--- src/rtl/amm_cdc_master_bridge.sv ---
// Avalon-MM agent front end for a req/ack handshake synchronizer, master clock domain.
// Holds one command on xfer_* and issues one req pulse per accepted command.
module amm_cdc_master_bridge #(
    parameter int ADDR_W = 16,
    parameter int DATA_W = 32
) (
    input  logic                clk_i,
    input  logic                rst_i,
    input  logic [ADDR_W-1:0]   amm_address_i,
    input  logic                amm_read_i,
    input  logic                amm_write_i,
    input  logic [DATA_W-1:0]   amm_writedata_i,
    input  logic [DATA_W/8-1:0] amm_byteenable_i,
    output logic                amm_waitrequest_o,
    output logic [DATA_W-1:0]   amm_readdata_o,
    output logic                amm_readdatavalid_o,
    output logic                req_o,
    input  logic                ack_i,
    output logic [ADDR_W-1:0]   xfer_address_o,
    output logic                xfer_write_o,
    output logic [DATA_W-1:0]   xfer_writedata_o,
    output logic [DATA_W/8-1:0] xfer_byteenable_o,
    input  logic [DATA_W-1:0]   xfer_readdata_i
);

    typedef enum logic [0:0] {
        IDLE     = 1'b0,
        WAIT_ACK = 1'b1
    } state_t;

    state_t                state_r;
    logic                  req_r;
    logic                  waitreq_r;
    logic                  rdv_r;
    logic [DATA_W-1:0]     rdata_r;
    logic [ADDR_W-1:0]     xfer_addr_r;
    logic                  xfer_write_r;
    logic [DATA_W-1:0]     xfer_wdata_r;
    logic [DATA_W/8-1:0]   xfer_be_r;

    logic                  cmd_s;
    logic                  ack_s;

    assign cmd_s = amm_read_i | amm_write_i;
    // An ack seen while req is still high belongs to no command of ours.
    assign ack_s = ack_i & ~req_r;

    // Command acceptance, acknowledge handling and all registered outputs
    always_ff @(posedge clk_i) begin
        if (rst_i) begin
            state_r      <= IDLE;
            req_r        <= 1'b0;
            waitreq_r    <= 1'b0;
            rdv_r        <= 1'b0;
            rdata_r      <= {DATA_W{1'b0}};
            xfer_addr_r  <= {ADDR_W{1'b0}};
            xfer_write_r <= 1'b0;
            xfer_wdata_r <= {DATA_W{1'b0}};
            xfer_be_r    <= {(DATA_W/8){1'b0}};
        end else begin
            req_r <= 1'b0;
            rdv_r <= 1'b0;
            case (state_r)
                IDLE: begin
                    if (cmd_s) begin
                        // Write wins when both commands arrive together.
                        xfer_addr_r  <= amm_address_i;
                        xfer_write_r <= amm_write_i;
                        xfer_wdata_r <= amm_writedata_i;
                        xfer_be_r    <= amm_byteenable_i;
                        req_r        <= 1'b1;
                        waitreq_r    <= 1'b1;
                        state_r      <= WAIT_ACK;
                    end
                end
                WAIT_ACK: begin
                    if (ack_s) begin
                        waitreq_r <= 1'b0;
                        state_r   <= IDLE;
                        if (!xfer_write_r) begin
                            rdata_r <= xfer_readdata_i;
                            rdv_r   <= 1'b1;
                        end
                    end
                end
                default: begin
                    waitreq_r <= 1'b0;
                    state_r   <= IDLE;
                end
            endcase
        end
    end

    assign amm_waitrequest_o   = waitreq_r;
    assign amm_readdata_o      = rdata_r;
    assign amm_readdatavalid_o = rdv_r;
    assign req_o               = req_r;
    assign xfer_address_o      = xfer_addr_r;
    assign xfer_write_o        = xfer_write_r;
    assign xfer_writedata_o    = xfer_wdata_r;
    assign xfer_byteenable_o   = xfer_be_r;

endmodule
--- config.mk ---
export PLATFORM = sky130hd
export DESIGN_NAME = amm_cdc_master_bridge
export DESIGN_NICKNAME = d
export VERILOG_FILES = /design/src/rtl/amm_cdc_master_bridge.sv
export SDC_FILE = /design/constraint.sdc
export NUM_CORES = 1
export LEC_CHECK = 0
export ABC_CLOCK_PERIOD_IN_PS = 1100
export CAP_MARGIN = 10
export CORE_MARGIN = 2
export CORE_UTILIZATION = 25
export CTS_BUF_LIST = sky130_fd_sc_hd__clkbuf_4
export DETAILED_ROUTE_END_ITERATION = 16
export HOLD_SLACK_MARGIN = 0.05
export SKIP_LAST_GASP = 1
export SLEW_MARGIN = 20
export SYNTH_ARGS = -nofsm -noshare
export SYNTH_HDL_FRONTEND = slang
export SYNTH_SLANG_ARGS = --single-unit
--- constraint.sdc ---
create_clock -name clk_i -period 1.1 [get_ports clk_i]
set_clock_uncertainty 0.1 [all_clocks]
set_input_delay 0.11 -clock clk_i [delete_from_list [all_inputs] [get_ports clk_i]]
set_output_delay 0.11 -clock clk_i [all_outputs]
set_load 0.01 [all_outputs]
; ---- Word-level counts from Yosys, hierarchy flattened
; Cells that the tools add are included.
[classes]
bitwise_logic = 6
muxes = 7
eq_ne = 2
n_reduce_logical = 5
[ops]
columns = operator, count
row1 = 1-bit two-way mux, 5
row2 = 1-bit NOT, 4
row3 = 1-bit one-hot mux with 2 select lines, 2
row4 = 2-bit AND reduction, 2
row5 = 3-bit AND reduction, 1
row6 = 3-bit OR reduction, 1
row7 = 2-bit by 1-bit != test with 1-bit output (second input constant), 1
row8 = 2-bit != test (second input constant), 1
row9 = 2-bit OR reduction, 1
row10 = 1-bit AND, 1
row11 = 1-bit bitwise OR, 1
[word_totals]
ff_bits = 89
in_bits = 89
word_cells = 29
out_inout_bits = 88

; ---- Longest topological paths before layout
[logic_depth]
depth_word = 4
mapped_depth = 4
mapped_depth_nobuf = 2

; ---- Worst setup path after synthesis
; No wires, ideal clock.
[synth_path]
path_kind = register -> register
start = register req_r, in the netlist req_o
end = register rdata_r[0], in the netlist amm_readdata_o[0]
n_path_buf = 2
setup_slack_ps = -107
path_stages_with_launch = 5
setup_ps = 72
period_less_slack_ps = 1207
required_ps = 928
arrival_ps = 1036
cell_sequence = dfxtp_1 > and4bb_1 > buf_6 > buf_12 > mux2i_1
[synth_via]
elab_chain_cells = 3
[synth_lines]
columns = item, line_no
row1 = "start, declared", 32  ; logic req_r;
row2 = "start signal, assigned", 52  ; req_r <= 1'b0;
row3 = "start signal, assigned", 61  ; req_r <= 1'b0;
row4 = "start signal, assigned", 71  ; req_r <= 1'b1;
row5 = 1-bit NOT, 46  ; assign ack_s = ack_i & ~req_r;
row6 = 1-bit AND, 46
row7 = 3-bit AND reduction (no source line), n/a
row8 = "end signal, assigned", 55  ; rdata_r <= {DATA_W{1'b0}};
row9 = "end signal, assigned", 81  ; rdata_r <= xfer_readdata_i;
row10 = "end, declared", 35  ; logic [DATA_W-1:0] rdata_r;
; Every way passes these cells.
; A chain may end at the register's enable or synchronous reset.

; ---- Worst setup path after layout
[layout_path]
start = register xfer_write_r, in the netlist xfer_write_o
end = register rdata_r[6], in the netlist amm_readdata_o[6]
[layout_via]
elab_chain_cells = 2
[layout_lines]
columns = item, line_no
row1 = "start, declared", 37  ; logic xfer_write_r;
row2 = "start signal, assigned", 68  ; xfer_write_r <= amm_write_i;
row3 = 1-bit NOT (no source line), n/a
row4 = 3-bit AND reduction (no source line), n/a
; Every way passes these cells.

==> qor.yml <==
outcome: "finished, violations left"
violations: "negative setup slack"
seqPwrFrac: 0.516
worstPathMaxFanout: 14
netlist_area_um2: 4040
r2r-start: "xfer_write_o"
numPortBuffers: 176
ys_ff_latch: 89
rows: 46
min_path_type: "input pin to register"
die_x_um: 131
place_congestion: 0.754
wl_per_cell_um: 13.3
finalInstanceArea_um2: 6650
dr.pass1.iters: 4
num_io_pins: 177
timing.fmax_mhz: 748
final_nets: 681
period_minus_slack_ns: 1.34
final_common_cell: "nand2b_1"
cts.path.max_buffers: 2
final_util: 0.420
netlist_instances: 383
cp.required_ns: 1.36
die_h_um: 131
relSlewSlack: 0.845
ys_types: 18
drt_iter0_drc: 56
grt_pass1_vias: 3287
setup_tns_ns: -14.18
vdd_drop_max_uv: 452
setup_ws_ns: -0.236
worstMarginPinSlew_ns: 0.233
ant_nets: 0
hp-start: "amm_writedata_i[20]"
grt_antenna_before_repair: 1
powerDensity_nw_per_um2: 1060
routed_wirelength_um: 10800
p_switching_uw: 1910
crit_arrival_ns: 1.60
hpwlAfterDp_um: 7330
ys_seq_area_frac: 0.441
sw_frac_of_total: 0.270
start_util: 0.255
p_clk_frac: 0.229
drv_slew: 0
combPwrFrac: 0.255
drive_above_1_share: 0.408
drc: 0
post-route-period-util: 1.21
cts_tree: "built"
placed_area_um2: 5990
setup_violations: 155
synth_fp_nets: 472
synthToLayoutAreaGrowth_pct: 64.6
cap_violations: 0
clock-sinks: 89
syn_area_per_cell_um2: 10.5
critPathLaunch: "xfer_write_o"
crit_path_end_kind: "register"
crit_type: "register to register"
crit_path_start_kind: "register"
final_cell_mix: "169 x nand2b_1, 94 x buf_6, 87 x dfxtp_2, 87 x clkdlybuf4s50_1, 84 x mux2i_1"
grt_max_degree: 78
vias: 3260
numCtsBuffers: 9
clkTransAtPathRegs_ns: 0.15
vias_per_cell: 4.01
htreeDepth: 3
grt-ovfl-total: 0
core_area_um2: 15800
grt_pass1_wl_um: 15800
power.leakage_uw: 0.00275
worstSkewPairLatency_ns: 0.44
die_area_um2: 17200
p_int_uw: 5160
rsz0062_at_grt: "yes"
synth_warnings: 0
root_buffer: "clkbuf_4"
track_usage: 0.118
hold_viol: 0
cells by family after synthesis:
logic type      after synthesis  share of synthesized area
mux                          84                      0.208
flops                        89                      0.441
compound gates                4                    0.00899
buf+inv                      30                     0.0666
simple gates                176                      0.275
through the flow:
step / std cells / hold WS, ns / power (uW) / worst slack [ns]
2_1_floorplan: 383 / 0.165 / 4410 / -0.0977
3_3_place_gp: 764 / 0.343 / 5230 / -0.355
3_5_place_dp: 764 / 0.350 / 5250 / -0.402
4_1_cts: 798 / 0.0515 / 7110 / -0.221
5_1_grt: 813 / 0.0792 / 7460 / -0.283
6_report: 813 / 0.112 / 7060 / -0.236
power by group through the flow:
stage	clock network, uW	logic [uW]	registers (uW)
2_1_floorplan	0	691	3720
3_3_place_gp	0	1590	3630
3_5_place_dp	0	1620	3630
4_1_cts	1740	1730	3640
5_1_grt	1840	1950	3670
6_report	1620	1800	3640
state kept, by name, indices dropped and copies added, names as in the netlist:
signal               flops
amm_readdata_o          32
xfer_writedata_o        32
xfer_address_o          16
xfer_byteenable_o        4
amm_readdatavalid_o      1
amm_waitrequest_o        1
req_o                    1
state_r                  1
xfer_write_o             1
what timing repair did:
action,in CTS,in global routing
pin swaps,1,2
hold buffers,4,0
hold endpoints to repair,13,0
resized for setup,527,13
setup endpoints to repair,174,175
gates cloned,0,4
setup buffers,16,10
cells in the mapped netlist:
| cell type | instances | area, um2 |
|---|---|---|
| a211oi_1 | 1 | 7.51 |
| and3b_2 | 1 | 10.0 |
| and4bb_1 | 1 | 12.5 |
| buf_12 | 9 | 180 |
| buf_2 | 2 | 10.0 |
| buf_6 | 1 | 11.3 |
| clkbuf_1 | 17 | 63.8 |
| dfxtp_1 | 89 | 1780 |
| inv_1 | 1 | 3.75 |
| mux2i_1 | 84 | 841 |
| nand2b_1 | 169 | 1060 |
| nor2_1 | 1 | 3.75 |
| nor2b_1 | 1 | 6.26 |
| nor3_1 | 2 | 10.0 |
| o21ai_1 | 1 | 5.00 |
| o21ba_4 | 1 | 16.3 |
| o21bai_1 | 1 | 7.51 |
| or3b_2 | 1 | 8.76 |
routing by layer:
layer	track usage	wire length, um
met1	0.144	4730
met2	0.188	5140
met3	0.0365	704
met4	0.0582	237
met5	0	0
path summary, 6_finish.rpt:
check	end	slack [ns]	depth (start not counted)
max	amm_readdata_o[6]	-0.24	3
min	xfer_writedata_o[20]	0.11	3
max reg2reg	amm_readdata_o[6]	-0.24	3
min reg2reg	amm_readdata_o[23]	0.39	2
area by class of cell:
cell class | count | area (um2)
multi-input cells | 265 | 2010
diodes | 1 | 2.50
well taps | 216 | 270
fillers | 1503 | 9180
flip-flops and latches | 89 | 1890
clock buffers | 11 | 82.6
inverters | 1 | 3.75
repair buffers | 226 | 2360
clock inverters | 4 | 21.3
critical path, cell delays in order (launching register included):
cell and delay (ns):
dfxtp_2 0.35, and4bb_4 0.39, clkbuf_16 0.21, mux2i_1 0.21
Power figures use the tool's default switching activity.
